$ cat src/rtl/decimal_to_hexa.sv
// Streams BCD digits (most significant first) into a binary accumulator. When the
// digit flagged as last is accepted, the result is held until the consumer takes it.
//
// Parameters:
//   WIDTH        result width in bits
// Ports:
//   clk          clock, rising edge
//   rst          synchronous active-high reset
//   digit        BCD digit in
//   digit_valid  digit/digit_last are presented
//   digit_last   current digit ends the number
//   digit_ready  block accepts a digit this cycle (ACCUM state)
//   binary       accumulated value (hex digits are its nibbles)
//   ndigits      digits accepted for this number, saturating at 15
//   overflow     sticky: value exceeded 2^WIDTH-1 (binary saturated)
//   error        sticky: a digit greater than 9 was accepted
//   result_valid outputs hold a finished result (DONE state)
//   result_ready consumer accepts the result
module decimal_to_hexa #(
  parameter int unsigned WIDTH = 16
) (
  input  logic             clk,
  input  logic             rst,
  input  logic [3:0]       digit,
  input  logic             digit_valid,
  input  logic             digit_last,
  output logic             digit_ready,
  output logic [WIDTH-1:0] binary,
  output logic [3:0]       ndigits,
  output logic             overflow,
  output logic             error,
  output logic             result_valid,
  input  logic             result_ready
);

  localparam int unsigned ProdW = WIDTH + 4;
  localparam logic [WIDTH-1:0] AccMax = '1;

  typedef enum logic [0:0] {StAccum, StDone} state_e;

  state_e           state_q, state_d;
  logic [WIDTH-1:0] acc_q, acc_d;
  logic [3:0]       ndigits_q, ndigits_d;
  logic             ovf_q, ovf_d;
  logic             err_q, err_d;

  logic [ProdW-1:0] acc_ext;
  logic [ProdW-1:0] sum;

  // acc*10 + d never exceeds WIDTH+4 bits, so the compare against AccMax is exact.
  assign acc_ext = {4'b0000, acc_q};
  assign sum     = (acc_ext << 3) + (acc_ext << 1) + {{WIDTH{1'b0}}, digit};

  always_comb begin
    state_d      = state_q;
    acc_d        = acc_q;
    ndigits_d    = ndigits_q;
    ovf_d        = ovf_q;
    err_d        = err_q;
    digit_ready  = (state_q == StAccum);
    result_valid = (state_q == StDone);

    unique case (state_q)
      StAccum: begin
        if (digit_valid) begin
          ndigits_d = (ndigits_q == 4'hF) ? 4'hF : ndigits_q + 4'd1;
          if (digit > 4'd9) begin
            // Non-BCD digit still counts but leaves the value alone.
            err_d = 1'b1;
          end else if (sum > {4'b0000, AccMax}) begin
            ovf_d = 1'b1;
            acc_d = AccMax;
          end else begin
            acc_d = sum[WIDTH-1:0];
          end
          if (digit_last) state_d = StDone;
        end
      end
      StDone: begin
        if (result_ready) begin
          state_d   = StAccum;
          acc_d     = '0;
          ndigits_d = 4'd0;
          ovf_d     = 1'b0;
          err_d     = 1'b0;
        end
      end
      default: state_d = StAccum;
    endcase
  end

  always_ff @(posedge clk) begin
    if (rst) begin
      state_q   <= StAccum;
      acc_q     <= '0;
      ndigits_q <= 4'd0;
      ovf_q     <= 1'b0;
      err_q     <= 1'b0;
    end else begin
      state_q   <= state_d;
      acc_q     <= acc_d;
      ndigits_q <= ndigits_d;
      ovf_q     <= ovf_d;
      err_q     <= err_d;
    end
  end

  assign binary   = acc_q;
  assign ndigits  = ndigits_q;
  assign overflow = ovf_q;
  assign error    = err_q;

endmodule

$ cat config.mk
export PLATFORM = sky130hd
export DESIGN_NAME = decimal_to_hexa
export DESIGN_NICKNAME = d
export VERILOG_FILES = /design/src/rtl/decimal_to_hexa.sv
export SDC_FILE = /design/constraint.sdc
export NUM_CORES = 1
export LEC_CHECK = 0
export CORE_MARGIN = 2
export CORE_UTILIZATION = 55
export DETAILED_ROUTE_END_ITERATION = 16
export GPL_ROUTABILITY_DRIVEN = 0
export PLACE_DENSITY = 0.88
export SLEW_MARGIN = 20
export SYNTH_ARGS = -nofsm -noshare
export SYNTH_HDL_FRONTEND = slang
export SYNTH_SLANG_ARGS = --single-unit
$ cat constraint.sdc
create_clock -name clk -period 4.8 [get_ports clk]
set_input_delay 0.48 -clock clk [delete_from_list [all_inputs] [get_ports clk]]
set_output_delay 0.48 -clock clk [all_outputs]
set_load 0.01 [all_outputs]
==> results.ini, run 1 <==
[finish]
final_cell_mix=a21oi_1 (38), ha_1 (32), clkdlybuf4s50_1 (32)
area_growth_pct=18.4
fin_nets=298
diodes=0
layout_commonest_cell=a21oi_1
drive_gt1_share_pct=3.54
final_design_area_no_fill_sq_um=2310

[timing]
max_clock_freq_ghz=0.265
setup_violations=0
worst_pin_slew_ps=889
period_share_pct=78.5
tns_ps=0
hold_violations=0
layout_setup_ws_ps=1030
slew_headroom_pct=40.7
min_period_ps=3770
skew_ps=7.54
rsz0062_at_grt=no
maxSlewViolCount=0

[cts]
cts_post_setup_buffers_inserted=0
htreeDepth=1
cts_tree=yes
clock-sinks=23
clk_pin_slew_ps=120
cts_hold_buf=0
clock_latency_ps=320
cts.path.max_buffers=2
cts.repair.resized=0
cts.root.buffer_cell=clkbuf_4
cts_buffers=3

[global_route]
grt_first_pass_wirelength_mm=7.67
overflow=0
antenna_found_initial=0
grt_max_degree=29
track_usage_pct=23.2
first_global_vias=1702

[worst_setup_path]
critPathLaunchType=input port
r2r_start=binary[2]
arrival_ps=3930
worst-setup-path-type=in -> reg
crit_required_ps=4960
r2r_slack_ps=1260
reg2reg_depth=9
r2r-end=binary[6]
worstSetupEndpointType=flop
worstPathMaxFanout=17

[power_and_ir_drop]
ir_drop_mv=0.176
p_total_mw=0.600
p_per_area_nw_per_um2=259
power.leakage_nw=0.962

[floorplan]
core_area_sq_um=3360
die_x_microns=63.6
start_util_pct=58.1
rows=21
die_h_microns=63.6
ioPinCount=33
die_area_sq_um=4040

[synthesis]
syn_avg_cell_area_sq_um=8.57
synthesis.area_sq_um=1950
yosys_warnings=0
synth_top_area_cell=dfxtp_1
syn-instance-count=228
ys_seq_elements=23
synthesis.nets=271
synth-main-ff-cell=dfxtp_1
synth_area_leaders=dfxtp_1 (24%), ha_1 (20%), a21oi_1 (9.7%), a311oi_1 (5.8%), nand2_1 (3.3%)
synth_top_area_share_pct=23.6
synth_cell_type_count=42
synth_edf_count=0
synth-seq-area-share_pct=23.6
synthArstFlopShare_pct=0

[route]
postRouteWirelength_mm=4.58
dr_total_vias=1832
wire_per_inst_microns=15.3
drc=0
via_per_inst=6.11
first_iter_violations=130
ant_nets=0
dr.pass1.iters=4

[placement]
dpl-instance-area_sq_um=2280
hpwl_mm=3.60
dp_slack_ps=710
io_buffers=32

[hold_path]
hold_path_end=overflow
hold_path_class=reg -> reg
hold_depth=2
worstHoldStart=overflow

[run]
maxCapViolations=0

[status]
status=completed

-- per-layer routing --
layer	GRT usage, %	vias to the layer above	wire length (microns)
li1	-	930	-
met1	29.3	838	2040
met2	40.7	54	2250
met3	3.39	10	202
met4	6.79	0	87
met5	0	-	0
-- critical path, stage by stage --
cell and delay [ps]:
clkdlybuf4s50_1 460, fa_1 550, fa_1 490, a211oi_1 340, o211ai_1 140, a21oi_1 260, o31ai_1 120, nand2b_1 180
a221oi_4 700, a311oi_1 200
-- registers in the layout, summed over array words and instances, names as in the netlist --
signal	cells
ndigits	4
result_valid	1
error	1
binary	16
overflow	1
-- cell type report --
class                      count  area [sq um]
clock buffer                   3          22.5
clock inverter                 1          5.00
inverter                       5          18.8
sequential                    23           460
multi-input combinational    190          1430
tap                           46          57.6
timing repair buffer          32           320
fill                         296          1050
-- worst max path at each step --
stage                     cells after the start  startpoint         end
final                                        10    digit[3]   binary[6]
after global routing                         10    digit[3]   binary[9]
after CTS                                    10    digit[3]   binary[6]
after detailed placement                     10    digit[3]   binary[6]
after global placement                       10    digit[3]  binary[15]
after floorplan                              10    digit[3]   binary[4]
-- logic make-up (layout without fill, tap and decap cells) --
kind of cell	Yosys count	in the layout	synth area share (%)
AO/OA/AOI/OAI	87	87	30.8
AND/OR/NAND/NOR	56	56	13.8
adder cells (fa/ha/maj)	34	34	22.5
flip-flops	23	23	23.6
buffers and inverters	15	41	3.33
XOR/XNOR	12	12	5.38
multiplexers	1	1	0.577
-- synthesized netlist by cell type (5+ instances only) --
master and instances:
a211oi_1 6, nand2_1 17, inv_1 5, a21oi_1 38
nor2_1 16, a311oi_1 13, dfxtp_1 23, clkbuf_1 8
ha_1 32, xnor2_1 5, nand3_1 5, xor2_1 7
-- through the flow --
step	instances	utilization, %	hold slack [ps]
floorplan	228	-	505
global placement	296	67.9	468
detailed placement	296	67.9	485
CTS	300	68.8	515
global route	300	68.8	534
finish	300	68.8	515
-- power breakdown --
part           switching, mW  internal [mW]
Clock                 0.0579         0.0312
Combinational          0.156          0.123
Sequential            0.0229          0.209
No activity file was read; power rests on OpenSTA's default activity.
==> inputs of run 2 (changes only) <==
CORE_UTILIZATION = 48   (was 55)
PLACE_DENSITY = 0.82   (was 0.88)
clock period = 3 ns   (was 4.8 ns; I/O delays follow)
==> run 2 against run 1 <==
  * Wire length is 14% higher
  * Design area up 11%
  * Global-route usage grew 0.29 points
  * Clock power increased by 130%
  * First-iteration DRC count is 26% higher
  * Final cell count up 6.7%
  * Sequential power rose by 58%
  * Non-clock buffer count is 16 higher
==> results.ini, run 2 (synthesis results as in run 1) <==
[worst_setup_path]
worst-setup-path-type=reg -> reg
critPathLaunchType=flop
worstPathMaxFanout=9
arrival_ps=3050
worstSetupEndpointType=flop
r2r_slack_ps=70
crit_required_ps=3120

[timing]
max_clock_freq_ghz=0.342
setup_violations=0
rsz0062_at_grt=yes
maxSlewViolCount=0
layout_setup_ws_ps=72.2
min_period_ps=2930
worst_pin_slew_ps=908
hold_violations=0
period_share_pct=97.6
skew_ps=2.16
slew_headroom_pct=39.3

[route]
dr_total_vias=1921
drc=0
via_per_inst=6.00
dr.pass1.iters=4
first_iter_violations=164
postRouteWirelength_mm=5.20
wire_per_inst_microns=16.2
ant_nets=0

[cts]
clk_pin_slew_ps=90
cts_buffers=3
clock-sinks=23
clock_latency_ps=270
cts.path.max_buffers=2
htreeDepth=1
cts.root.buffer_cell=clkbuf_8
cts_tree=yes

[run]
maxCapViolations=0

[floorplan]
die_x_microns=67.8
die_area_sq_um=4600
ioPinCount=33
core_area_sq_um=3970
start_util_pct=49.2
rows=23
die_h_microns=67.8

[power_and_ir_drop]
power.leakage_nw=1.06
ir_drop_mv=0.297
p_per_area_nw_per_um2=428

[finish]
drive_gt1_share_pct=15.6
fin_nets=314
final_design_area_no_fill_sq_um=2570
diodes=0
final_cell_mix=a21oi_1 (35), clkdlybuf4s50_1 (30), ha_1 (28)
layout_commonest_cell=a21oi_1
largest_reg_flops=16
area_growth_pct=31.5

[hold_path]
hold_path_class=reg -> reg

[placement]
io_buffers=32
hpwl_mm=3.76
dpl-instance-area_sq_um=2410
dp_slack_ps=-501

[global_route]
overflow=0
antenna_found_initial=0
track_usage_pct=23.5
grt_max_degree=29
grt_first_pass_wirelength_mm=8.27
first_global_vias=1785

[status]
status=completed

==> run 2: cell count changes in the layout (fill, tap and decap cells not counted), sizes merged <==
cell           before  now
clkinvlp            0    1
clkinv              1    0
dlymetal6s2s        0    1
dlygate4sd2         0    1
buf                 0   16
clkdlybuf4s50      32   30
==> run 2: timing repair <==
| item | 4_1_cts | 5_1_grt |
|---|---|---|
| gates resized for setup | 15 | 6 |
| setup buffers | 4 | 0 |
| setup endpoints to repair | 17 | 17 |
| hold buffers | 0 | 0 |
| pin swaps | 14 | 11 |
| cloned | 1 | 0 |
==> run 2: worst paths after layout <==
path | startpoint | to | cells past startpoint
worst max register to register | binary[2] | binary[15] | 10
worst min register to register | overflow | overflow | 2
worst max-delay path | binary[2] | binary[15] | 10
worst min-delay path | overflow | overflow | 2
==> run 2: report_power, final <==
part | total, mW | leakage [nW] | internal (mW) | switching [mW]
registers | 0.367 | 0.190 | 0.335 | 0.0319
clock network | 0.201 | 0.0217 | 0.0941 | 0.107
logic | 0.530 | 0.849 | 0.245 | 0.285
==> run 2: layout make-up <==
cell class / instances / area, sq um
inverters: 5 / 18.8
flip-flops and latches: 23 / 463
repair buffers: 48 / 449
clock buffers: 3 / 41.3
clock inverters: 1 / 7.51
multi-input cells: 190 / 1530
fillers: 335 / 1400
well taps: 50 / 62.6
==> run 2: layer usage <==
metal	part of all wire (%)	global-route usage, %	vias to the layer above	routed length, microns
li1	-	-	957	-
met1	45	30.0	900	2360
met2	49	40.9	56	2560
met3	4.0	4.00	8	209
met4	1.3	5.75	0	69
met5	0	0	-	0
==> run 2: through the flow <==
| stage | instances | utilization (%) | power [mW] | hold WS [ps] | setup TNS [ps] |
|---|---|---|---|---|---|
| after CTS | 322 | 65.3 | 1.13 | 501 | -2.85 |
| after global routing | 320 | 64.7 | 1.16 | 523 | -871 |
| after global placement | 313 | 60.6 | 0.848 | 468 | -7160 |
| after detailed placement | 313 | 60.6 | 0.860 | 482 | -8280 |
| after floorplan | 228 | - | 0.685 | 372 | 0 |
| final | 320 | 64.7 | 1.10 | 496 | 0 |
==> run 2: worst max-delay path: stages (launching register included) <==
cell      delay [ps]
dfxtp_2          340
fa_1             520
ha_1             330
a21oi_2          170
nand4b_1         180
a21oi_2          110
o41ai_4          280
nand4b_1         220
a221oi_4         330
buf_6            190
a311oi_2         100
